[config.mk]
export PLATFORM = sky130hd
export DESIGN_NAME = bcd_converter_flat
export DESIGN_NICKNAME = d
export VERILOG_FILES = /design/src/rtl/bcd_converter_if.sv /design/src/rtl/bcd_converter.sv /design/src/flat_wrapper.sv
export SDC_FILE = /design/constraint.sdc
export NUM_CORES = 1
export LEC_CHECK = 0
export CAP_MARGIN = 10
export CORE_AREA = 10 10 71 73
export CTS_BUF_LIST = sky130_fd_sc_hd__clkbuf_16
export DETAILED_ROUTE_END_ITERATION = 10
export DIE_AREA = 0 0 81 83
export PLACE_DENSITY = 0.86
export SLEW_MARGIN = 20
export SYNTH_ARGS = -nofsm -noshare
export SYNTH_HDL_FRONTEND = slang
export SYNTH_SLANG_ARGS = --single-unit
[constraint.sdc]
create_clock -name sys_clk -period 2.9 [get_ports sys_clk]
set_clock_uncertainty 0.05 [all_clocks]
set_input_delay 0.435 -clock sys_clk [delete_from_list [all_inputs] [get_ports sys_clk]]
set_output_delay 0.435 -clock sys_clk [all_outputs]
set_load 0.1 [all_outputs]
[src/rtl/bcd_converter_if.sv]
// rtl/bcd_converter_if.sv - start/busy/done handshake and result bus of the binary-to-BCD converter
//
// Signals:
//   start, value[WIDTH], signed_mode : request side, driven by the master
//   busy, done                       : conversion status, driven by the converter
//   bcd[4*DIGITS], negative, blank[DIGITS] : latched decimal result
// Modports: master (requester), slave (converter).

interface bcd_converter_if #(
  parameter int WIDTH  = 8,
  parameter int DIGITS = 3
);
  logic                  start;
  logic [WIDTH-1:0]      value;
  logic                  signed_mode;
  logic                  busy;
  logic                  done;
  logic [4*DIGITS-1:0]   bcd;
  logic                  negative;
  logic [DIGITS-1:0]     blank;

  modport master (
    output start, value, signed_mode,
    input  busy, done, bcd, negative, blank
  );

  modport slave (
    input  start, value, signed_mode,
    output busy, done, bcd, negative, blank
  );
endinterface

[src/rtl/bcd_converter.sv]
// rtl/bcd_converter.sv - sequential double-dabble binary-to-BCD converter with sign and leading-zero mask
//
// Ports:
//   sys_clk : system clock, all state changes on its rising edge
//   rst     : synchronous active-high reset
//   bus     : bcd_converter_if.slave (start/value/signed_mode in; busy/done/bcd/negative/blank out)
// One shift iteration per cycle; done pulses WIDTH edges after the accepting edge.

module bcd_converter #(
  parameter int WIDTH  = 8,
  parameter int DIGITS = 3
) (
  input  logic           sys_clk,
  input  logic           rst,
  bcd_converter_if.slave bus
);

  localparam int CW = (WIDTH > 1) ? $clog2(WIDTH) : 1;
  localparam int BW = 4 * DIGITS;

  typedef enum logic {IDLE, SHIFT} state_t;

  state_t            state_q;
  logic [WIDTH-1:0]  mag_q;
  logic [BW-1:0]     scratch_q;
  logic [CW-1:0]     cnt_q;
  logic              sign_q;

  logic              busy_q;
  logic              done_q;
  logic [BW-1:0]     bcd_q;
  logic              negative_q;
  logic [DIGITS-1:0] blank_q;

  logic [WIDTH-1:0]  start_mag;
  logic              start_neg;
  logic [BW-1:0]     adjusted;
  logic [BW-1:0]     next_scratch;
  logic [DIGITS-1:0] blank_next;
  logic              all_zero;

  // Negative values are converted through their magnitude; 0x80 in signed
  // mode wraps to 0x80 again, which reads as 128 unsigned.
  always_comb begin
    start_neg = bus.signed_mode & bus.value[WIDTH-1];
    start_mag = start_neg ? (~bus.value + 1'b1) : bus.value;
  end

  // Add-3 correction before the shift so any digit >= 5 carries correctly
  // into the next digit when doubled.
  always_comb begin
    adjusted = '0;
    for (int i = 0; i < DIGITS; i++) begin
      if (scratch_q[4*i +: 4] >= 4'd5)
        adjusted[4*i +: 4] = scratch_q[4*i +: 4] + 4'd3;
      else
        adjusted[4*i +: 4] = scratch_q[4*i +: 4];
    end
    next_scratch = {adjusted[BW-2:0], mag_q[WIDTH-1]};
  end

  // Leading-zero mask of the digits produced by the final iteration. Digit 0
  // is never blanked so a zero result still shows a single "0".
  always_comb begin
    blank_next = '0;
    all_zero   = 1'b1;
    for (int i = DIGITS - 1; i >= 1; i--) begin
      all_zero      = all_zero & (next_scratch[4*i +: 4] == 4'd0);
      blank_next[i] = all_zero;
    end
  end

  always_ff @(posedge sys_clk) begin
    if (rst) begin
      state_q    <= IDLE;
      mag_q      <= '0;
      scratch_q  <= '0;
      cnt_q      <= '0;
      sign_q     <= 1'b0;
      busy_q     <= 1'b0;
      done_q     <= 1'b0;
      bcd_q      <= '0;
      negative_q <= 1'b0;
      blank_q    <= {{(DIGITS-1){1'b1}}, 1'b0};
    end else begin
      done_q <= 1'b0;
      case (state_q)
        IDLE: begin
          if (bus.start) begin
            mag_q     <= start_mag;
            sign_q    <= start_neg;
            scratch_q <= '0;
            cnt_q     <= '0;
            busy_q    <= 1'b1;
            state_q   <= SHIFT;
          end
        end
        SHIFT: begin
          scratch_q <= next_scratch;
          mag_q     <= {mag_q[WIDTH-2:0], 1'b0};
          cnt_q     <= cnt_q + 1'b1;
          if (cnt_q == CW'(WIDTH - 1)) begin
            bcd_q      <= next_scratch;
            negative_q <= sign_q;
            blank_q    <= blank_next;
            busy_q     <= 1'b0;
            done_q     <= 1'b1;
            state_q    <= IDLE;
          end
        end
        default: state_q <= IDLE;
      endcase
    end
  end

  assign bus.busy     = busy_q;
  assign bus.done     = done_q;
  assign bus.bcd      = bcd_q;
  assign bus.negative = negative_q;
  assign bus.blank    = blank_q;

endmodule

[src/flat_wrapper.sv]
// flat-port wrapper written by rule: the top's interface ports become plain ports
module bcd_converter_flat 
#(
  parameter int WIDTH  = 8,
  parameter int DIGITS = 3
)
  (sys_clk, rst, bus_start, bus_value, bus_signed_mode, bus_busy, bus_done, bus_bcd, bus_negative, bus_blank);
  bcd_converter_if #(.WIDTH(WIDTH), .DIGITS(DIGITS)) bus_i ();
  input  logic sys_clk;
  input  logic rst;
  input wire logic [$bits(bus_i.start)-1:0] bus_start;
  input wire logic [$bits(bus_i.value)-1:0] bus_value;
  input wire logic [$bits(bus_i.signed_mode)-1:0] bus_signed_mode;
  output wire logic [$bits(bus_i.busy)-1:0] bus_busy;
  output wire logic [$bits(bus_i.done)-1:0] bus_done;
  output wire logic [$bits(bus_i.bcd)-1:0] bus_bcd;
  output wire logic [$bits(bus_i.negative)-1:0] bus_negative;
  output wire logic [$bits(bus_i.blank)-1:0] bus_blank;
  assign bus_i.start = bus_start;
  assign bus_i.value = bus_value;
  assign bus_i.signed_mode = bus_signed_mode;
  assign bus_busy = bus_i.busy;
  assign bus_done = bus_i.done;
  assign bus_bcd = bus_i.bcd;
  assign bus_negative = bus_i.negative;
  assign bus_blank = bus_i.blank;
  bcd_converter #(.WIDTH(WIDTH), .DIGITS(DIGITS)) u_core (.sys_clk(sys_clk), .rst(rst), .bus(bus_i));
endmodule
# ---- After elaboration in Yosys (flattened, before gate mapping)
# Index checks and enable logic that the tools add are counted.
dict set report totals {
  register_bits 42
  out_inout_bits 18
  word_cells 48
}
dict set report op_classes {
  n_addsub 5
  magnitude_cmp 3
  eq_ne 3
  mux 17
  bitwise_logic 4
  n_reduce_logical 6
}
# operator count
set ops {}
lappend ops {{$pmux 12 s2} 1}
lappend ops {{$mux 8} 2}
lappend ops {{$pmux 8 s2} 1}
lappend ops {{$ge 4x3->1 const B} 3}
lappend ops {{$mux 12} 1}
lappend ops {{$add 4x2->4 const B} 2}
lappend ops {{$add 8x1->8 const B} 1}
lappend ops {{$logic_not 4->1} 2}
lappend ops {{$mux 4} 2}
lappend ops {{$not 8->8} 1}
lappend ops {{$mux 3} 2}
lappend ops {{$pmux 3 s2} 1}
lappend ops {{$reduce_and 2->1} 3}
lappend ops {{$mux 1} 5}
lappend ops {{$ne 2x2->1 const B} 2}
lappend ops {{$pmux 1 s2} 2}
lappend ops {{$add 3x1->3 const B} 1}
lappend ops {{$add 3x2->3 const B} 1}
lappend ops {{$eq 3x3->1 const B} 1}
lappend ops {{$and 1x1->1} 2}
lappend ops {{$reduce_or 2->1} 1}
lappend ops {{$not 1->1} 1}

# ---- Depth between registers and ports, before layout
# Gate-level depths: netlist of run 1.
dict set report depth {
  depth_word 5
  mapped_depth 7
}

# ---- Worst setup path after synthesis of run 1
# OpenSTA, ideal clock, no wires.
dict set report synth_timing {
  path_type {flip-flop to flip-flop}
  startpoint {register u_core.scratch_q[9]}
  endpoint {register u_core.blank_q[1], in the netlist u_core.bus.blank[1]}
  arrival_ns 1.801
  required_ns 2.754
  path_slack_ns 0.954
  stages_incl_launch_ff 8
  n_path_buf 0
  period_less_slack_ns 1.946
  path_cell_list {dfxtp_1 -> inv_1 -> ha_1 -> nand2b_1 -> a21oi_2 -> mux2i_1 -> or4b_4 -> o41ai_2}
}
dict set report synth_via {
  elab_chain_cells 4
  elab_cells_between_ends 5
  cone_classes {add/sub: 1; order compare: 1; mux: 1; bitwise: 1; reduce/logical: 1}
}
# element line_no
set synth_rtl {}
lappend synth_rtl {{from (decl)} bcd_converter.sv:25} ;# logic [BW-1:0] scratch_q;
lappend synth_rtl {{from (signal assigned)} bcd_converter.sv:99} ;# scratch_q <= next_scratch;
lappend synth_rtl {{$ge 4x3->1 or $add 3x2->3 (tied branches)} {bcd_converter.sv:54, bcd_converter.sv:55}}
lappend synth_rtl {{$mux 3 (*)} bcd_converter.sv:54} ;# if (scratch_q[4*i +: 4] >= 4'd5)
lappend synth_rtl {{$logic_not 4->1 (*)} bcd_converter.sv:68} ;# all_zero = all_zero & (next_scratch[4*i +: 4] == 4'd0);
lappend synth_rtl {{$and 1x1->1 (*)} bcd_converter.sv:68}
lappend synth_rtl {{to (signal assigned)} bcd_converter.sv:84} ;# blank_q <= {{(DIGITS-1){1'b1}}, 1'b0};
lappend synth_rtl {{to (signal assigned)} bcd_converter.sv:105} ;# blank_q <= blank_next;
lappend synth_rtl {{to (decl)} bcd_converter.sv:33} ;# logic [DIGITS-1:0] blank_q;
# Every way passes the cells marked *; elsewhere a longest branch is shown, timed or not.
# A chain may end at the register's enable or synchronous reset.

# ---- Worst setup path in the final report of run 1
# Same ends and word-level chain as after synthesis.

==> reports/results.ini, run 1 <==
[yosys]
synth.distinct_cells = 31
synth_flop_cell = dfxtp_1
yosys_register_bits = 42
seq_area_frac_synth_pct = 41.9
synth_area_mm2 = 0.00201
syn_area_per_cell_um2 = 7.97
async_flop_share_pct = 0
synth.net_count = 273
syn_inst = 252
synth_edf_count = 0
yosys_warnings = 0

[timing]
slew_headroom_pct = 57.4
rsz0062_at_grt = no
finalCritPeriodShare_pct = 73.1
finalWorstSetupSlack_ps = 781
worst_pin_slew_ps = 639
period_needed_ps = 2120
fin_tns_setup_ps = 0
setup_viol = 0
finalMaxSlewViolations = 0
finalHoldViolations = 0
max_freq_ghz = 0.472
whs_ps = 402

[worst_setup_path]
crit_path_start_kind = flip-flop
crit_arrival_ps = 2250
cp_max_fo = 4
cp_data_required_time_ps = 3030
timing_worst_setup_path_type = reg2reg
cp-end-kind = flip-flop

[detailed_routing]
drcViolationCount = 0
firstDrtPassIters = 4
post_drt_wl_per_cell_um = 12.8
routed-via-count = 1727
finalWirelength_um = 4120
ant_nets = 0
via_per_inst = 5.36
drt_iter0_drc = 149

[pwr]
seqPwrFrac_pct = 48.7
fin_total_pwr_mw = 1.23
p_comb_share_pct = 8.9
leakagePower_nw = 0.924
power.switching_mw = 0.284
ir_worst_vdd_mv = 0.334
internal_power_mw = 0.943
switching_share_pct = 23.2
cellPowerDensity_mw_per_mm2 = 512
p_clk_share_pct = 42.5

[clocking]
numCtsBuffers = 5
cts.clk_slew.worst_paths_ps = 60
insertion_delay_ps = 280
clock_path_buffers = 2
clock_sinks = 42
holdBufCountCts = 0
post_cts_buffers = 0
root_buffer = clkbuf_16
cts_resized = 0
cts_tree = built
htreeDepth = 2

[grt]
grt_antenna_before_repair = 0
grt_pass1_wl_um = 7270
grt_max_degree = 48
grt_overflow = 0
grt_util_all_layers_pct = 12.9
grt_pass1_vias = 1646

[job]
maxCapViolations = 0

[die]
std_cell_rows = 22
core_area_mm2 = 0.00363
fp.dieW_um = 81
initial_utilization_pct = 55.3
ios = 30
die_h_um = 83
dieArea_mm2 = 0.00672

[place]
gp_congestion = 0.803
place_inst = 314
placed_area_mm2 = 0.00226
place_ws_ps = 807
dp_hpwl_um = 2940
io_buffers = 28

[cells_and_area]
nets = 294
syn_to_final_growth_pct = 19.4
diodes = 0
utilization_pct = 66.0
drive_gt1_share_pct = 10.6
final_cells = 322
num-fill-cells = 326
design_area_mm2 = 0.00240
most-common-layout-cells = 42 x dfxtp_1, 39 x a21oi_1, 34 x nor2_1, 29 x nand2_1, 20 x buf_4
layout.cells.most_common = dfxtp_1

[worst_hold_path]
hp-class = reg2reg

[status]
outcome = complete, no violations

[worst max-delay path, stage by stage, from the launching register on]
cell and delay, ps:
dfxtp_1 310, inv_1 70, ha_1 180, nand2b_1 160
a21oi_2 200, mux2i_1 150, or4b_4 560, o41ai_2 350
[cell usage after synthesis, drive strengths merged, types with 3 or more instances]
library cell	n	share of area [%]
mux2i	5	2.5
nor3b	11	4.1
nor3	12	3.0
a311oi	3	1.3
dfxtp	42	42
a211o	3	1.3
xnor2	6	2.6
nand2b	7	2.2
ha	9	5.6
inv	8	1.5
o21ai	7	1.7
a211oi	3	1.1
nand2	29	5.4
clkbuf	15	2.8
a21oi	40	10
nand3	4	1.0
nor2	34	6.4
[routing by layer]
layer	GRT usage (%)	vias to the layer above	routed length, um
met5	0	-	0
met4	5.01	0	62
met2	21.0	36	1910
met1	14.7	784	1880
met3	5.17	8	272
li1	-	899	-
[final cells by class]
type                    instances  area (um^2)  area share [%]
multi-input cells             185         1070            44.6
flip-flops and latches         42          841            35.1
repair buffers                 31          260            10.9
clock buffers                   5          125            5.22
well taps                      48         60.1            2.50
inverters                       8         30.0            1.25
clock inverters                 3         12.5           0.522
[path summary, 6_finish.rpt]
| path | cells after the start | start | slack (ps) | to |
|---|---|---|---|---|
| worst min-delay path | 2 | u_core.bus.bcd[5]$_SDFFE_PP0P_ | 400 | u_core.bus.bcd[5]$_SDFFE_PP0P_ |
| worst max register to register | 7 | u_core.scratch_q[9]$_SDFFE_PP0P_ | 780 | u_core.bus.blank[1]$_SDFFE_PP1P_ |
| worst max-delay path | 7 | u_core.scratch_q[9]$_SDFFE_PP0P_ | 780 | u_core.bus.blank[1]$_SDFFE_PP1P_ |
| worst min register to register | 2 | u_core.bus.bcd[5]$_SDFFE_PP0P_ | 400 | u_core.bus.bcd[5]$_SDFFE_PP0P_ |
[flip-flops by register name (all words and copies together) (netlist names)]
signal and flops:
u_core.bus.bcd 12, u_core.scratch_q 12, u_core.mag_q 8, u_core.cnt_q 3, u_core.bus.blank 2, u_core.bus.busy 1, u_core.bus.done 1, u_core.bus.negative 1
u_core.sign_q 1, u_core.state_q 1
[cell families (layout without fill, tap and decap cells)]
family	after synthesis	in the layout	synth area share [%]
buffers and inverters	25	47	4.86
muxes	5	5	2.49
AOI/OAI and AO/OA	59	59	17.2
and+or+nand+nor	104	104	24.7
adders and majority gates	9	9	5.61
DFF	42	42	41.9
other	1	1	0.187
xor gates and xnor gates	7	7	3.05
[power by group through the flow]
stage               logic [mW]  registers (mW)  clock network, mW
global placement         0.107           0.609                  0
detailed placement       0.109           0.609                  0
finish                   0.109           0.597              0.521
global route             0.119           0.598              0.558
floorplan               0.0703           0.615                  0
CTS                      0.109           0.597              0.533
Note: power is estimated with default switching activity, not from simulation.
==> inputs of run 2 (changes only) <==
Settings changed: CORE_AREA 10 10 71 73 to 10 10 73 75, DIE_AREA 0 0 81 83 to 0 0 83 85, PLACE_DENSITY 0.86 to 0.81.
Clock period 2.9 ns to 2.05 ns, I/O delays scaled along.
==> run 2 against run 1 <==
Sequential share of layout area shrank 1.1 points. Worst setup slack worse by 680 ps. Critical endpoint unchanged. Flip-flop and latch count unchanged. Worst hold slack got worse by 3.1 ps. Clock-buffer cell count stayed put. Cell count rose by 2.5%. Critical path type unchanged.
==> reports/results.ini, run 2 (synthesized netlist as in run 1, its figures left out) <==
[status]
outcome = complete, no violations  ; unchanged

[worst_setup_path]
crit_arrival_ps = 2090  ; was 2250 ps
timing_worst_setup_path_type = reg2reg  ; unchanged
cp_max_fo = 4  ; unchanged
crit_path_start_kind = flip-flop  ; unchanged
cp-end-kind = flip-flop  ; unchanged
crit_chain = inv_1, ha_1, nand2b_1, a21oi_4, mux2i_2, or4b_4, o41ai_2  ; was inv_1, ha_1, nand2b_1, a21oi_2, mux2i_1, or4b_4, o41ai_2
max_stage_delay_ps = 550  ; was 560 ps
slowest_stage = or4b_4  ; unchanged
cp_data_required_time_ps = 2190  ; was 3030 ps

[pwr]
cellPowerDensity_mw_per_mm2 = 700  ; was 512 mW/mm^2
fin_total_pwr_mw = 1.74  ; was 1.23 mW
ir_worst_vdd_mv = 0.392  ; was 0.334 mV
leakagePower_nw = 0.963  ; was 0.924 nW

[die]
dieArea_mm2 = 0.00706  ; was 0.00672 mm^2
std_cell_rows = 23  ; was 22
ios = 30  ; unchanged
initial_utilization_pct = 51.3  ; was 55.3%
die_h_um = 85  ; was 83 um
core_area_mm2 = 0.00391  ; was 0.00363 mm^2
fp.dieW_um = 83  ; was 81 um

[grt]
grt_max_degree = 47  ; was 48
grt_util_all_layers_pct = 11.4  ; was 12.9%
grt_pass1_vias = 1573  ; was 1646
grt_overflow = 0  ; unchanged
grt_antenna_before_repair = 0  ; unchanged
grt_pass1_wl_um = 6950  ; was 7270 um

[clocking]
holdBufCountCts = 0  ; unchanged
numCtsBuffers = 5  ; unchanged
clock_path_buffers = 2  ; unchanged
insertion_delay_ps = 280  ; about the same
clock_sinks = 42  ; unchanged
cts_tree = built  ; unchanged
htreeDepth = 2  ; unchanged
root_buffer = clkbuf_16  ; unchanged
post_cts_buffers = 0  ; unchanged
cts.clk_slew.worst_paths_ps = 60  ; about the same

[detailed_routing]
drt_iter0_drc = 95  ; was 149
drcViolationCount = 0  ; unchanged
firstDrtPassIters = 4  ; unchanged
post_drt_wl_per_cell_um = 12.7  ; was 12.8 um
finalWirelength_um = 4180  ; was 4120 um
via_per_inst = 5.26  ; was 5.36
ant_nets = 0  ; unchanged
routed-via-count = 1737  ; was 1727

[cells_and_area]
design_area_mm2 = 0.00248  ; was 0.00240 mm^2
nets = 300  ; was 294
layout.cells.most_common = dfxtp_1  ; unchanged
diodes = 0  ; unchanged
drive_gt1_share_pct = 13.9  ; was 10.6%
syn_to_final_growth_pct = 23.6  ; was 19.4%
most-common-layout-cells = 41 x dfxtp_1, 39 x a21oi_1, 34 x nor2_1, 29 x nand2_1, 25 x buf_4  ; was 42 x dfxtp_1, 39 x a21oi_1, 34 x nor2_1, 29 x nand2_1, 20 x buf_4

[timing]
finalCritPeriodShare_pct = 95.0  ; was 73.1%
finalHoldViolations = 0  ; unchanged
setup_viol = 0  ; unchanged
max_freq_ghz = 0.514  ; was 0.472 GHz
finalWorstSetupSlack_ps = 103  ; was 781 ps
period_needed_ps = 1950  ; was 2120 ps
whs_ps = 399  ; was 402 ps
finalMaxSlewViolations = 0  ; unchanged

[place]
placed_area_mm2 = 0.00232  ; was 0.00226 mm^2
io_buffers = 28  ; unchanged
dp_hpwl_um = 2940  ; about the same
place_ws_ps = -12.6  ; was 807 ps
gp_congestion = 0.838  ; was 0.803

[worst_hold_path]
hp-class = reg2reg  ; unchanged

[job]
maxCapViolations = 0  ; unchanged

run 2: cell types whose count changed in the layout (fill, tap and decap cells not counted), sizes merged:
cell / previous run / this run
buf: 20 / 26
run 2: worst max-delay path: cells and delay by family (launching register included):
family,cells,cell delay [ps]
flip-flops,1,300
buffers and inverters,1,80
AND/OR/NAND/NOR,2,720
multiplexers,1,110
adder cells (fa/ha/maj),1,180
AO/OA/AOI/OAI,2,400
run 2: where the power goes:
part | total, mW | internal (mW) | switching, mW | leakage [nW]
clock network | 0.730 | 0.439 | 0.291 | 0.0724
logic | 0.163 | 0.0661 | 0.0964 | 0.549
registers | 0.844 | 0.834 | 0.0101 | 0.341
run 2: worst paths after layout:
check	start	to	slack, ps	cells after the start
setup / recovery	u_core.scratch_q[9]$_SDFFE_PP0P_	u_core.bus.blank[1]$_SDFFE_PP1P_	100	7
hold / removal	u_core.mag_q[4]$_SDFFE_PP0P_	u_core.mag_q[5]$_SDFFE_PP0P_	400	2
setup reg to reg	u_core.scratch_q[9]$_SDFFE_PP0P_	u_core.bus.blank[1]$_SDFFE_PP1P_	100	7
hold reg to reg	u_core.mag_q[4]$_SDFFE_PP0P_	u_core.mag_q[5]$_SDFFE_PP0P_	400	2
run 2: what timing repair did:
item                       4_1_cts  5_1_grt
resized for setup                1        4
pin swaps                        1        2
setup endpoints to repair        1        1
run 2: routing by layer:
metal	track usage [%]	share of wire, %	up-vias
met3	4.88	7.5	6
met1	13.0	46	781
li1	-	-	915
met5	0	0	-
met4	4.33	1.3	0
met2	18.4	45	35
run 2: area by class of cell:
type                    instances  area [um^2]
fillers                       350         1430
multi-input cells             185         1090
flip-flops and latches         42          842
repair buffers                 37          318
clock buffers                   5          125
well taps                      50         62.6
inverters                       8         30.0
clock inverters                 3         12.5
run 2: through the flow:
| stage | util (%) | std cells | TNS, ps |
|---|---|---|---|
| after global routing | 63.4 | 330 | -6.49 |
| final | 63.4 | 330 | 0 |
| after floorplan | - | 252 | 0 |
| after detailed placement | 59.3 | 322 | -12.6 |
| after global placement | 59.3 | 322 | 0 |
| after CTS | 62.9 | 330 | 0 |
